**src/rtl/counter_pkg.sv**
```systemverilog
// counter_pkg
//   Shared types, defaults and helpers for prescaled_counter_bank and tick_prescaler.
//   cnt_dir_e  : per-channel count direction (CNT_UP = 0, CNT_DOWN = 1)
//   LED_*_DEF  : default LED tap position/width
//   pre_width(): bit width of the prescaler phase counter for a given PRESCALE
package counter_pkg;

    typedef enum logic {
        CNT_UP   = 1'b0,
        CNT_DOWN = 1'b1
    } cnt_dir_e;

    localparam int unsigned LED_LSB_DEF  = 2;
    localparam int unsigned LED_BITS_DEF = 4;

    // Wide enough to hold PRESCALE-1; never narrower than one bit.
    function automatic int unsigned pre_width(input int unsigned prescale);
        return $clog2(prescale + 1);
    endfunction

endpackage

```
**src/rtl/tick_prescaler.sv**
```systemverilog
// tick_prescaler
//   Divides enabled clock cycles by PRESCALE and emits a registered one-cycle tick.
//   Phase counter runs 0..PRESCALE-1 while en=1 and is frozen (not cleared) while en=0.
// Ports
//   clk   in   clock, posedge
//   rst   in   synchronous active-high reset; clears phase and tick
//   en    in   global enable
//   tick  out  high for the cycle after the phase counter wraps with en=1
module tick_prescaler
    import counter_pkg::*;
#(
    parameter int unsigned PRESCALE = 1
) (
    input  logic clk,
    input  logic rst,
    input  logic en,
    output logic tick
);

    localparam int unsigned       PW       = pre_width(PRESCALE);
    localparam logic [PW-1:0]     PRE_LAST = PW'(PRESCALE - 1);

    logic [PW-1:0] r_pre;
    logic          r_tick;

    always_ff @(posedge clk) begin
        if (rst) begin
            r_pre  <= '0;
            r_tick <= 1'b0;
        end else if (en) begin
            if (r_pre == PRE_LAST) begin
                r_pre  <= '0;
                r_tick <= 1'b1;
            end else begin
                r_pre  <= r_pre + 1'b1;
                r_tick <= 1'b0;
            end
        end else begin
            // Phase is held so the period resumes where it left off.
            r_tick <= 1'b0;
        end
    end

    assign tick = r_tick;

endmodule

```
**src/rtl/prescaled_counter_bank.sv**
```systemverilog
// prescaled_counter_bank
//   CHANNELS independent WIDTH-bit counters stepped by one shared prescaler tick.
//   Per channel: enable, direction, parallel load (highest priority), wrap or
//   saturate at bounds, one-cycle terminal-count pulse and an LED tap of the count.
// Ports
//   clk       in   clock, posedge
//   rst       in   synchronous active-high reset
//   en        in   global enable for prescaler (and therefore all steps)
//   ch_en     in   per-channel step enable
//   ch_dir    in   per-channel direction, 0 up / 1 down
//   load      in   per-channel load strobe
//   load_val  in   load values, channel i at [i*WIDTH +: WIDTH]
//   tick      out  registered prescaler tick
//   count     out  counts, same packing as load_val
//   tc        out  per-channel terminal-count pulse
//   io_led    out  count[i][LED_LSB +: LED_BITS] per channel
module prescaled_counter_bank
    import counter_pkg::*;
#(
    parameter int unsigned WIDTH    = 32,
    parameter int unsigned CHANNELS = 4,
    parameter int unsigned PRESCALE = 1,
    parameter int unsigned SATURATE = 0,
    parameter int unsigned LED_LSB  = LED_LSB_DEF,
    parameter int unsigned LED_BITS = LED_BITS_DEF
) (
    input  logic                         clk,
    input  logic                         rst,
    input  logic                         en,
    input  logic [CHANNELS-1:0]          ch_en,
    input  logic [CHANNELS-1:0]          ch_dir,
    input  logic [CHANNELS-1:0]          load,
    input  logic [CHANNELS*WIDTH-1:0]    load_val,
    output logic                         tick,
    output logic [CHANNELS*WIDTH-1:0]    count,
    output logic [CHANNELS-1:0]          tc,
    output logic [CHANNELS*LED_BITS-1:0] io_led
);

    localparam logic [WIDTH-1:0] CNT_MAX = '1;
    localparam logic [WIDTH-1:0] CNT_ONE = WIDTH'(1);
    localparam bit               SAT     = (SATURATE != 0);

    logic w_tick;

    tick_prescaler #(
        .PRESCALE (PRESCALE)
    ) u_prescaler (
        .clk  (clk),
        .rst  (rst),
        .en   (en),
        .tick (w_tick)
    );

    assign tick = w_tick;

    for (genvar gi = 0; gi < CHANNELS; gi++) begin : g_ch
        logic [WIDTH-1:0] r_cnt;
        logic [WIDTH-1:0] w_cnt_d;
        logic             r_tc;
        logic             w_tc_d;
        cnt_dir_e         w_dir;

        assign w_dir = cnt_dir_e'(ch_dir[gi]);

        always_comb begin
            w_cnt_d = r_cnt;
            w_tc_d  = 1'b0;
            if (load[gi]) begin
                // Load overrides any coincident step, including a wrapping one.
                w_cnt_d = load_val[gi*WIDTH +: WIDTH];
            end else if (w_tick && ch_en[gi]) begin
                if (w_dir == CNT_UP) begin
                    if (r_cnt == CNT_MAX) begin
                        // At the bound: wrap with tc, or hold silently when saturating.
                        if (!SAT) begin
                            w_cnt_d = '0;
                            w_tc_d  = 1'b1;
                        end
                    end else begin
                        w_cnt_d = r_cnt + CNT_ONE;
                        w_tc_d  = SAT && (r_cnt == CNT_MAX - CNT_ONE);
                    end
                end else begin
                    if (r_cnt == '0) begin
                        if (!SAT) begin
                            w_cnt_d = CNT_MAX;
                            w_tc_d  = 1'b1;
                        end
                    end else begin
                        w_cnt_d = r_cnt - CNT_ONE;
                        w_tc_d  = SAT && (r_cnt == CNT_ONE);
                    end
                end
            end
        end

        always_ff @(posedge clk) begin
            if (rst) begin
                r_cnt <= '0;
                r_tc  <= 1'b0;
            end else begin
                r_cnt <= w_cnt_d;
                r_tc  <= w_tc_d;
            end
        end

        assign count[gi*WIDTH +: WIDTH]        = r_cnt;
        assign tc[gi]                          = r_tc;
        assign io_led[gi*LED_BITS +: LED_BITS] = r_cnt[LED_LSB +: LED_BITS];
    end

endmodule

```
**config.mk**
```make
export PLATFORM = sky130hd
export DESIGN_NAME = prescaled_counter_bank
export DESIGN_NICKNAME = d
export VERILOG_FILES = /design/src/rtl/counter_pkg.sv /design/src/rtl/tick_prescaler.sv /design/src/rtl/prescaled_counter_bank.sv
export SDC_FILE = /design/constraint.sdc
export NUM_CORES = 1
export LEC_CHECK = 0
export BUFFER_PORTS_ARGS = -buffer_cell sky130_fd_sc_hd__buf_2
export CAP_MARGIN = 20
export CORE_MARGIN = 4
export CORE_UTILIZATION = 56
export CTS_CLUSTER_SIZE = 10
export DETAILED_ROUTE_END_ITERATION = 6
export PLACE_DENSITY = 0.93
export SLEW_MARGIN = 20
export SYNTH_ARGS = -nofsm -noshare
export SYNTH_HDL_FRONTEND = slang
export SYNTH_HIERARCHICAL = 1
export SYNTH_SLANG_ARGS = --single-unit
```
**constraint.sdc**
```tcl
create_clock -name clk -period 3.6 [get_ports clk]
set_input_delay 1.08 -clock clk [delete_from_list [all_inputs] [get_ports clk]]
set_output_delay 1.08 -clock clk [all_outputs]
set_load 0.01 [all_outputs]
```
==> results of run 1 <==
==> metal layers <==
layer | vias to the layer above | share of wire (%)
li1 | 7434 | -
met1 | 7610 | 38
met2 | 1333 | 44
met3 | 267 | 12
met4 | 0 | 5.3
met5 | - | 0
==> registers in the layout (all words and copies together) (netlist names) <==
signal            flops
g_ch.r_tc             4
u_prescaler/tick      1
g_ch.r_cnt          128
==> cell usage after synthesis (7+ instances only) <==
library cell,n
a2111oi_0,14
a211o_1,7
a211oi_1,29
a21oi_1,121
a221oi_1,12
a22o_1,7
a22oi_1,12
a31o_2,7
a31oi_1,31
a32oi_1,8
and2_1,20
and3_1,36
and4_1,20
buf_1,11
buf_2,17
buf_4,22
clkbuf_1,158
dfxtp_1,133
ha_1,12
inv_1,40
mux2i_1,16
nand2_1,184
nand2b_1,16
nand3_1,87
nand4_1,58
nor2_1,116
nor2b_1,7
nor3_1,84
nor4_1,68
nor4b_1,9
o211ai_1,23
o21ai_0,139
o221ai_1,30
o22ai_1,17
o311ai_0,16
o31ai_1,14
o32ai_1,8
o41ai_1,14
or3_1,22
or4_1,38
xnor2_1,30
xor2_1,13
==> cell type report <==
type / count / area [sq um] / area share, %
clock inverters: 12 / 154 / 1.04
multi-input cells: 1459 / 8970 / 60.4
inverters: 41 / 154 / 1.04
clock buffers: 20 / 447 / 3.00
flip-flops and latches: 133 / 2660 / 17.9
repair buffers: 378 / 2120 / 14.3
well taps: 280 / 350 / 2.36
==> worst register-to-register path: cells and delay by family (launching register included) <==
kind | cells | cell delay (ns)
AOI/OAI and AO/OA | 3 | 1.13
DFF | 1 | 0.55
and+or+nand+nor | 3 | 1.36
==> power by group through the flow <==
stage	logic [mW]	registers, mW	clock network (mW)
after floorplan	0.897	1.75	0
after global placement	1.30	1.83	0
after detailed placement	1.32	1.84	0
after CTS	1.32	1.80	1.85
after global routing	1.47	1.84	1.91
final	1.37	1.82	1.86
==> logic make-up after synthesis <==
logic type / count (synthesis) / share of synthesized area (%)
AO/OA/AOI/OAI: 566 / 30.0
XOR/XNOR: 43 / 2.97
adder cells (fa/ha/maj): 12 / 1.18
buffers and inverters: 251 / 8.36
flip-flops: 133 / 21.0
multiplexers: 20 / 1.62
AND/OR/NAND/NOR: 818 / 34.9
==> worst max path at each step <==
stage,slack (ns),end,from
after floorplan,0.94,g_ch[2].r_cnt[24],g_ch[2].r_cnt[13]
after global placement,0.48,g_ch[2].r_cnt[24],ch_dir[2]
after detailed placement,0.43,g_ch[2].r_cnt[24],ch_dir[2]
after CTS,0.57,g_ch[1].r_cnt[23],g_ch[1].r_cnt[13]
after global routing,0.31,g_ch[0].r_cnt[3],g_ch[0].r_cnt[18]
final,0.42,g_ch[1].r_cnt[23],g_ch[1].r_cnt[13]
==> run_results.csv, run 1 <==
group,metric,value,unit
status,status,"finished, violations left",
status,violations,"design-rule violations",
sta,relSlewSlack,45.8,%
cts,cts_tree,"built",
global_route,grt.met3_usage,8.15,%
critical_path,worstSetupPathType,"reg2reg",
sta,maxSlewViolCount,0,
global_route,grt_first_pass_wirelength,81000,um
sta,fin_crit_sh,88.3,%
synth,synth_area,12700,sq um
drt,wire_per_inst,22.5,um
global_route,groute.layer.met1.usage,52.2,%
synth,async_reset_ff_share,0,%
place,place_ws,0.433,ns
synth,synth_top_area_share,21.0,%
critical_path,worstPathArrival,3.48,ns
cts,numCtsBuffers,17,
synth,ys.flop_type,"dfxtp_1",
critical_path,r2r_setup_slack,0.42,ns
place,dpl_cell_area,14300,sq um
finish,finalCoreUtilization,67.5,%
worst_hold_path,hold_path_class,"reg2reg",
drt,vias,16600,
finish,layout_commonest_cell,"buf_2",
cts,holdBufCountCts,0,
sta,clock_skew,0.0188,ns
power,power.net_switching,1.83,mW
critical_path,worstSetupStartpointType,"register",
critical_path,end_kind,"register",
cts,cts_setup_buffers,0,
drt,drc,2,
sta,setup_viol,0,
critical_path,critPathMaxFanout,15,
worst_hold_path,holdPathStages,2,
drt,drtIter0Drc,2469,
cts,cts.sinks,133,
cts,cts.clk_slew.worst_paths,0.07,ns
power,seq_power_share,36.1,%
synth,synth_area_leaders,"dfxtp_1, o21ai_0, nand2_1",
synth,synth_area_per_cell,6.88,sq um
critical_path,rr_worst_depth,6,
floorplanning,fp.dieW,159,um
finish,antennaDiodeCount,0,
power,p_sw_share,36.3,%
sta,worst_pin_slew,0.810,ns
place,portBuffers,291,
critical_path,cp_slowest_stage_delay,0.83,ns
finish,final_cell_mix,"buf_2, nand2_1, o21ai_0, dfxtp_1, a21oi_1",
floorplanning,ios,292,
critical_path,crit_buf_inv,0,
critical_path,cpMaxStageDelayCell,"or4_1",
synth,synth-seq-cells,133,
floorplanning,row_count,54,
global_route,grt_max_degree,43,
cts,cts.path.max_buffers,2,
sta,layout_setup_ws,0.421,ns
floorplanning,start_util,57.6,%
drt,wl,52200,um
critical_path,critPathTopFamily,"simple AND/OR/NAND/NOR gates",
floorplanning,core,22000,sq um
place,dp_hpwl,37200,um
flow_run,drv_cap,0,
finish,finalNetCount,2185,
power,fin_total_pwr,5.04,mW
critical_path,r2r_end,"g_ch[1].r_cnt[23]",
power,pwr-share-comb,27.1,%
critical_path,path_cells,"nand4_1, or4_1, o31a_1, and4_1, o32ai_1, a31oi_1",
critical_path,rr_startpoint,"g_ch[1].r_cnt[13]",
global_route,grt_pass1_vias,15300,
synth,syn-num-nets,1998,
global_route,top_usage_layer,"met2",
sta,rsz0062_at_grt,"no",
sta,tns,0,ns
global_route,antenna_found_initial,0,
sta,holdWs,0.583,ns
synth,synth_edf_count,0,
floorplanning,fp.dieH,159,um
synth,ys_seq_area_share,21.0,%
cts,cts_resized,0,
drt,first_pass_iters,7,
sta,fmaxAchievable,315,MHz
finish,area_growth,17.2,%
synth,yosys_warnings,6,
critical_path,path_depth,6,
cts,cts_max_level,4,
place,dp.cells,2291,
synth,netlist_instances,1843,
place,gp_congestion,1.03,
finish,fill_cells,1946,
power,vdd_drop_max,0.248,mV
worst_hold_path,worst_hold_startpoint,"g_ch[2].r_cnt[26]",
global_route,grt_util_met2,61.4,%
power,clock_power_share,36.8,%
floorplanning,dieArea,25100,sq um
critical_path,cp_data_required_time,3.90,ns
drt,postRouteAntennaNets,0,
finish,drive_above_1_share,22.0,%
finish,stdcell_area,14900,sq um
synth,synth_cell_types,81,
synth,yosys.area.top_type,"dfxtp_1",
drt,drt-vias-per-instance,7.16,
sta,hold_violations,0,
power,p_leak,5.79,nW
cts,root_buffer,"clkbuf_16",
power,powerDensity,339,nW/um^2
worst_hold_path,hold_end,"g_ch[2].r_cnt[26]",
global_route,grt_overflow,0,
finish,fin_cells,2323,
sta,period_needed,3.18,ns
global_route,grtUsageTotal,39.6,%
cts,clock_latency,0.44,ns
power,p_int,3.21,mW
No activity file was read; power rests on OpenSTA's default activity.
==> run 2: changes to the inputs <==
==> constraint.sdc (replaced) <==
create_clock -name clk -period 3.41 [get_ports clk]
set_input_delay 1.023 -clock clk [delete_from_list [all_inputs] [get_ports clk]]
set_output_delay 1.023 -clock clk [all_outputs]
set_load 0.01 [all_outputs]
==> run_results.csv, run 2 (synthesis gave the netlist of run 1 again) <==
group,metric,value,unit
status,status,"finished, violations left",
status,violations,"design-rule violations",
global_route,grt_overflow,0,
critical_path,path_cells,"inv_1, ha_1, or4b_2, nor4_1, nand4_1, buf_4, nand2_1, o21ai_0, a2111oi_0",
power,p_leak,5.83,nW
floorplanning,fp.dieW,159,um
sta,fin_crit_sh,88.4,%
critical_path,cpMaxStageDelayCell,"or4b_2",
sta,tns,0,ns
finish,layout_commonest_cell,"buf_2",
flow_run,drv_cap,0,
floorplanning,start_util,57.6,%
critical_path,cp_data_required_time,3.71,ns
drt,wire_per_inst,21.9,um
floorplanning,core,22000,sq um
cts,cts_tree,"built",
critical_path,cp_slowest_stage_delay,0.61,ns
global_route,grt_pass1_vias,15300,
power,fin_total_pwr,5.27,mW
power,powerDensity,353,nW/um^2
sta,hold_violations,0,
power,clock_power_share,36.1,%
finish,top_register,"g_ch.r_cnt",
drt,drc,3,
floorplanning,row_count,54,
drt,postRouteAntennaNets,0,
finish,area_growth,17.5,%
drt,vias,16800,
sta,relSlewSlack,44.2,%
power,power.net_switching,1.92,mW
finish,largest_reg_flops,128,
floorplanning,fp.dieH,159,um
sta,setup_viol,0,
power,vdd_drop_max,0.273,mV
critical_path,worstSetupStartpointType,"register",
cts,cts_max_level,4,
cts,cts_resized,0,
finish,drive_above_1_share,22.4,%
global_route,grt_first_pass_wirelength,79200,um
global_route,grt_max_degree,44,
sta,fmaxAchievable,332,MHz
finish,final_cell_mix,"buf_2, nand2_1, o21ai_0, dfxtp_1, a21oi_1",
critical_path,worstPathArrival,3.32,ns
cts,clock_latency,0.43,ns
drt,wl,51100,um
sta,maxSlewViolCount,0,
cts,cts_setup_buffers,0,
sta,clock_skew,0.0169,ns
sta,rsz0062_at_grt,"no",
cts,cts.clk_slew.worst_paths,0.07,ns
power,p_sw_share,36.5,%
critical_path,critPathMaxFanout,8,
sta,holdWs,0.583,ns
place,portBuffers,291,
power,p_int,3.34,mW
place,gp_congestion,1.07,
sta,worst_pin_slew,0.834,ns
place,dp_hpwl,36500,um
finish,antennaDiodeCount,0,
cts,holdBufCountCts,0,
floorplanning,dieArea,25100,sq um
critical_path,end_kind,"register",
cts,root_buffer,"clkbuf_16",
power,pwr-share-comb,27.7,%
sta,period_needed,3.02,ns
cts,cts.path.max_buffers,2,
cts,numCtsBuffers,17,
worst_hold_path,hold_path_class,"reg2reg",
global_route,grtUsageTotal,38.7,%
critical_path,worstSetupPathType,"reg2reg",
finish,finalNetCount,2194,
cts,cts.sinks,133,
global_route,antenna_found_initial,1,
drt,first_pass_iters,7,
power,seq_power_share,36.1,%
drt,drt-vias-per-instance,7.20,
floorplanning,ios,292,
drt,drtIter0Drc,2510,
## run 2: power by group through the flow
stage | registers (mW) | clock network (mW) | logic, mW
after floorplan | 1.84 | 0 | 0.947
final | 1.90 | 1.90 | 1.46
after CTS | 1.89 | 1.91 | 1.41
after detailed placement | 1.92 | 0 | 1.40
after global placement | 1.92 | 0 | 1.38
after global routing | 1.92 | 1.97 | 1.57
## run 2: final timing paths
kind	from	to	slack, ns	cells past startpoint
worst max-delay path	g_ch[2].r_cnt[0]	g_ch[2].r_cnt[26]	0.39	9
worst min-delay path	g_ch[3].r_cnt[23]	g_ch[3].r_cnt[23]	0.58	2
worst max register to register	g_ch[2].r_cnt[0]	g_ch[2].r_cnt[26]	0.39	9
worst min register to register	g_ch[3].r_cnt[23]	g_ch[3].r_cnt[23]	0.58	2
## run 2: critical path: cells and delay by family, from the launching register on
kind	cells	cell delay, ns
adder cells (fa/ha/maj)	1	0.16
flip-flops	1	0.37
AND/OR/NAND/NOR	4	1.43
AO/OA/AOI/OAI	2	0.50
buffers and inverters	2	0.42
## run 2: per-layer routing
layer,track usage [%],routed length (um),up-vias
met5,0,14,-
met4,20.7,3090,2
met3,8.32,6670,319
met2,59.3,22200,1399
met1,50.9,19100,7598
li1,-,-,7465
## run 2: final cells by class
| class | instances | area [sq um] |
|---|---|---|
| Tap cell | 280 | 350 |
| Timing Repair Buffer | 387 | 2180 |
| Inverter | 41 | 154 |
| Sequential cell | 133 | 2660 |
| Clock inverter | 12 | 129 |
| Clock buffer | 20 | 457 |
| Fill cell | 1939 | 7120 |
| Multi-Input combinational cell | 1459 | 8970 |
## run 2: through the flow
step / setup slack (ns) / std cells / util (%) / instance area [sq um]
6_report: 0.395 / 2332 / 67.7 / 14900
4_1_cts: 0.471 / 2332 / 67.7 / 14900
3_5_place_dp: 0.529 / 2300 / 65.0 / 14300
3_3_place_gp: 0.590 / 2300 / 65.0 / 14300
2_1_floorplan: 0.750 / 1843 / - / 12700
5_1_grt: 0.135 / 2332 / 67.7 / 14900
